### src/rtl/fifo_pkg.sv
// ============================================================
// fifo_pkg : shared widths and state encoding for the packer
// Rev 1.0
// ============================================================
`default_nettype none

package fifo_pkg;
    localparam int unsigned LANE_W     = 16;
    localparam int unsigned LANES      = 8;
    localparam int unsigned WORD_W     = 128;
    localparam int unsigned LANE_CNT_W = 3;

    typedef enum logic [0:0] {
        ACC   = 1'b0,
        FLUSH = 1'b1
    } state_e;
endpackage

`default_nettype wire

### src/rtl/fifo_word_packer.sv
// ============================================================
// fifo_word_packer : packs 16-bit lanes into 128-bit FIFO words
// Rev 1.0
// ============================================================
`default_nettype none

module fifo_word_packer
    import fifo_pkg::*;
#(
    parameter logic [LANE_W-1:0] PAD_VALUE      = 16'h0000,
    parameter bit                USE_ALMOSTFULL = 1'b1
) (
    input  logic              ifclk,
    input  logic              reset,
    input  logic [LANE_W-1:0] din,
    input  logic              din_valid,
    output logic              din_ready,
    input  logic              flush,
    output logic              flush_done,
    output logic [WORD_W-1:0] DI,
    output logic              WREN,
    input  logic              FULL,
    input  logic              ALMOSTFULL,
    output logic [31:0]       words_written
);

    state_e                  state_q, state_d;
    logic [LANE_CNT_W-1:0]   lane_cnt_q, lane_cnt_d;
    logic [WORD_W-1:0]       acc_q, acc_d;
    logic [WORD_W-1:0]       hold_q, hold_d;
    logic                    hold_valid_q, hold_valid_d;
    logic                    flush_done_q, flush_done_d;
    logic [31:0]             words_written_q, words_written_d;

    logic                    hold_free;
    logic                    xfer;

    // Hold is usable when empty or when its word leaves this very cycle.
    assign hold_free = !hold_valid_q || !FULL;

    assign WREN          = hold_valid_q && !FULL && !reset;
    assign DI            = reset ? '0 : hold_q;
    assign flush_done    = flush_done_q && !reset;
    assign words_written = words_written_q;

    assign din_ready = !reset && (state_q == ACC)
                     && !(USE_ALMOSTFULL && ALMOSTFULL)
                     && ((lane_cnt_q != 3'd7) || hold_free);

    assign xfer = din_valid && din_ready;

    always_comb begin
        state_d         = state_q;
        lane_cnt_d      = lane_cnt_q;
        acc_d           = acc_q;
        hold_d          = hold_q;
        hold_valid_d    = hold_valid_q && !WREN;
        flush_done_d    = 1'b0;
        words_written_d = words_written_q + {31'd0, WREN};

        case (state_q)
            ACC: begin
                if (xfer) begin
                    for (int i = 0; i < LANES; i++) begin
                        if (i == int'(lane_cnt_q)) acc_d[i*LANE_W +: LANE_W] = din;
                    end
                    if (lane_cnt_q == 3'd7) begin
                        hold_d       = acc_d;
                        hold_valid_d = 1'b1;
                    end
                    lane_cnt_d = lane_cnt_q + 3'd1;
                end
                // The flush sees the lane count after any same-cycle transfer.
                if (flush) begin
                    if (lane_cnt_d == '0) flush_done_d = 1'b1;
                    else                  state_d      = FLUSH;
                end
            end
            FLUSH: begin
                if (hold_free) begin
                    for (int i = 0; i < LANES; i++) begin
                        hold_d[i*LANE_W +: LANE_W] = (i >= int'(lane_cnt_q))
                                                   ? PAD_VALUE
                                                   : acc_q[i*LANE_W +: LANE_W];
                    end
                    hold_valid_d = 1'b1;
                    acc_d        = '0;
                    lane_cnt_d   = '0;
                    flush_done_d = 1'b1;
                    state_d      = ACC;
                end
            end
            default: state_d = ACC;
        endcase
    end

    always_ff @(posedge ifclk) begin
        if (reset) begin
            state_q         <= ACC;
            lane_cnt_q      <= '0;
            acc_q           <= '0;
            hold_q          <= '0;
            hold_valid_q    <= 1'b0;
            flush_done_q    <= 1'b0;
            words_written_q <= '0;
        end else begin
            state_q         <= state_d;
            lane_cnt_q      <= lane_cnt_d;
            acc_q           <= acc_d;
            hold_q          <= hold_d;
            hold_valid_q    <= hold_valid_d;
            flush_done_q    <= flush_done_d;
            words_written_q <= words_written_d;
        end
    end

endmodule

`default_nettype wire

### config.mk
export PLATFORM = sky130hd
export DESIGN_NAME = fifo_word_packer
export DESIGN_NICKNAME = d
export VERILOG_FILES = /design/src/rtl/fifo_pkg.sv /design/src/rtl/fifo_word_packer.sv
export SDC_FILE = /design/constraint.sdc
export NUM_CORES = 1
export LEC_CHECK = 0
export ABC_AREA = 1
export CAP_MARGIN = 30
export CORE_UTILIZATION = 60
export DETAILED_ROUTE_END_ITERATION = 8
export PLACE_DENSITY = 0.95
export SETUP_SLACK_MARGIN = 0.3
export SKIP_CTS_REPAIR_TIMING = 1
export SYNTH_ARGS = -nofsm -noshare
export SYNTH_HDL_FRONTEND = slang
export SYNTH_SLANG_ARGS = --single-unit
### constraint.sdc
create_clock -name ifclk -period 7.05 [get_ports ifclk]
set_clock_uncertainty 0.15 [all_clocks]
set_input_delay 1.41 -clock ifclk [delete_from_list [all_inputs] [get_ports ifclk]]
set_output_delay 1.41 -clock ifclk [all_outputs]
set_load 0.005 [all_outputs]
==> metrics.md <==
| Metric | Value |
|---|---|
| R2r endpoint | hold_q[117]$_SDFFE_PP0P_ |
| Max Cap Viol | 0 |
| Layout cell share with drive strength beyond 1 | 3.63% |
| TritonRoute pass-1 iters | 7 |
| Vias/cell | approximately 5.7 |
| Final Critical Period | around 5 ns |
| CTS max path bufs | 3 |
| H-tree Lvls | 1 |
| Relative slew slack | between 30% and 40% |
| Die width | 157 um |
| Starting Density | approximately three fifths |
| Yosys warns | 0 |
| Final hold vios | 0 |
| Share of the synthesized area in the top cell type | approximately two fifths |
| Placed cells | ~2600 |
| Tot Pwr | about 3.9 mW |
| GRT overflow | 0 |
| Reg clk slew, reported paths | about 0.060 ns |
| Avg Inst Size Synth | 6.64 um^2 |
| Final nets | 2298 |
| Antenna-violating nets left | 0 |
| Crit. Startpoint | reset |
| Achievable clock frequency | around 200 MHz |
| Crit-path max FO | 85 |
| Worst Setup Start Kind | input pin |
| Hold Path Cell Cnt | 2 |
| Sinks on the clock net | ~290 |
| Setup-failing EPs final | 0 |
| Die Y | 157 um |
| Unique masters post-synth | 34 |
| Worst EP required | 5.49 ns |
| Fillers | ~1800 |
| Vias in the first global route | approximately 14000 |
| CP endpoint | DI[39] |
| Final Max Tran Viols | 0 |
| Crit path DAT | between 3 and 4 ns |
| Worst r2r path cells | 10 |
| Smallest setup slack after layout | between 2 and 2.5 ns |
| Final Cell Area | 0.0172 mm^2 |
| Largest net degree at the start of global routing | between 100 and 150 |
| Setup TNS Final | 0 ns |
| DP Area | between 0.015 and 0.02 mm^2 |
| Synthesis-stage register bit count | about 290 |
| Synth Net Count | ~2200 |
| Pre-CTS setup slack | between 2 and 2.5 ns |
| Clock buffer count from CTS | 30 |
| Max IR drop VDD | approximately 200 uV |
| Post-synth top flop | dfxtp_1 |
| Worst slew pin tran | around 1.0 ns |
| Sequential-to-total area share from yosys stat | between 40% and 50% |
| RSZ-0062 raised after global routing | false |
| CP max-delay cell | inv_4 |
| Hold Path Class | flip-flop to flip-flop |
| Pleak | ~7.9 nW |
| Critical Path Sink Type | primary output |
| DR iter-0 viols | 1800 |
| Via count | between 10000 and 15000 |
| Global Route Usage Sum | 33.0% |
| Core area | approximately 0.024 mm^2 |
| CTS tree | done |
| Pwr Density | 224 mW/mm^2 |
| Layout area overhead | 19.0% |
| CP max stage delay | a little over 0.6 ns |
| I/O pins | around 190 |
| Worst-Skew Late Latency | 0.56 ns |
| Outcome | finished, final reports clean |
| Antenna violations before repair | 1 |
| Crit-path cells | buf_6 -> inv_4 -> buf_4 -> nand2_1 -> inv_1 -> clkdlybuf4s50_1 |
| Final Routed Wirelength | approximately 42 mm |
| DIE AREA | approximately 0.025 mm^2 |
| Placement row count | 56 |
| CTS Root Cell | clkbuf_16 |
| Port Buf Inserts | between 150 and 200 |
| Residual DRC | 0 |
| Critical R2R Launch | state_q$_SDFF_PP0_ |
| DR WL/cell | between 15 and 20 um |
| Hpwl dp | between 20 and 30 mm |
| Worst Setup Path Type | input pin to primary output |
| Async set or reset register ratio after synthesis | 0% |
| Number of flops mapped to enable cells by yosys | 0 |
| Gp weighted congestion | about 0.9 |
| Cells after Synth | approximately 2200 |
| Global-route wire length before repair | around 66 mm |
| Top cells by area, synth | dfxtp_1 (41%), nand2_1 (9.8%), a21oi_1 (9.5%) |
| Cell area after synthesis | between 0.01 and 0.015 mm^2 |
| Top cell type by total area after synthesis | dfxtp_1 |
| Worst R2R Setup Slack | between 3 and 4 ns |
| Finished Layout Cells | 2609 |
| Share of the clock period used by the worst path | a little under three quarters |
[cell type report]
class                   instances  area (um^2)  share of cell area (%)
diodes                          2         5.00                  0.0291
multi-input cells            1370         6570                    38.2
repair buffers                198         1990                    11.6
clock inverters                 7         48.8                   0.283
flip-flops and latches        294         5890                    34.2
well taps                     319          399                    2.32
inverters                     374         1410                    8.17
clock buffers                  45          907                    5.27
[cell families (layout without fill, tap and decap cells)]
family                   count (synthesis)  after routing  share of synthesized area, %
AO/OA/AOI/OAI                          662            662                          24.7
XOR/XNOR                                 9              9                         0.545
adder cells (fa/ha/maj)                  8              8                         0.692
buffers and inverters                  516            624                          14.1
flip-flops                             294            294                          40.7
other                                    0              2                             0
AND/OR/NAND/NOR                        691            691                          19.4
[sequential cells by signal (all words and copies together), names as in the netlist]
register	cells
flush_done_q	1
lane_cnt_q	3
acc_q	128
hold_valid_q	1
words_written	32
hold_q	128
state_q	1
[per-layer routing]
| layer | wire length, um | global-route usage, % | up-vias |
|---|---|---|---|
| li1 | - | - | 7121 |
| met1 | 16200 | 40.5 | 6778 |
| met2 | 19600 | 55.0 | 773 |
| met3 | 3830 | 5.86 | 183 |
| met4 | 2080 | 17.7 | 0 |
| met5 | 0 | 0 | - |
[how the worst min path moves through the flow]
stage	start	endpoint	slack, ns
final	acc_q[116]$_SDFFE_PP0P_	acc_q[116]$_SDFFE_PP0P_	0.30
after global routing	acc_q[122]$_SDFFE_PP0P_	acc_q[122]$_SDFFE_PP0P_	0.33
after floorplan	acc_q[112]$_SDFFE_PP0P_	acc_q[112]$_SDFFE_PP0P_	0.28
after global placement	acc_q[120]$_SDFFE_PP0P_	acc_q[120]$_SDFFE_PP0P_	0.29
after CTS	acc_q[116]$_SDFFE_PP0P_	acc_q[116]$_SDFFE_PP0P_	0.31
after detailed placement	acc_q[116]$_SDFFE_PP0P_	acc_q[116]$_SDFFE_PP0P_	0.30
[synthesized netlist by cell type, types with 3 or more instances]
cell and count:
xnor2_1 4, or2_2 4, clkbuf_1 83, nor2_1 206
inv_2 5, o21ai_0 276, nand3b_1 3, ha_1 8
buf_1 8, a21oi_1 276, a22oi_1 3, buf_6 5
xor2_1 5, nand4_1 10, a211oi_1 48, nor3_1 15
o21bai_1 48, o21ai_1 10, dfxtp_1 294, nand2_1 379
nand3_1 63, inv_1 368, buf_2 43
[report_power, final]
part / total (mW) / switching [mW] / internal (mW)
Combinational: 0.526 / 0.351 / 0.175
Sequential: 1.79 / 0.0397 / 1.75
Clock: 1.53 / 0.652 / 0.881
[worst max-delay path: cells and delay by family]
kind	cells	cell delay, ns
buffers and inverters	5	1.83
and+or+nand+nor	1	0.13
[cell usage in the layout (no fill, tap or decap), types with 15 or more instances in the layout]
cell type / instances
nand3_1: 62
inv_1: 368
nor3_1: 15
nand2_1: 378
o21bai_1: 48
clkdlybuf4s50_1: 183
o21ai_0: 276
nor2_1: 206
dfxtp_1: 294
a211oi_1: 48
a21oi_1: 276
clkbuf_16: 30
[stage by stage]
step | hold slack [ns] | utilization [%]
floorplan | 0.280 | -
global placement | 0.289 | 68.8
detailed placement | 0.298 | 68.9
CTS | 0.308 | 73.0
global route | 0.331 | 73.1
finish | 0.304 | 73.1
No activity file was read; power rests on OpenSTA's default activity.
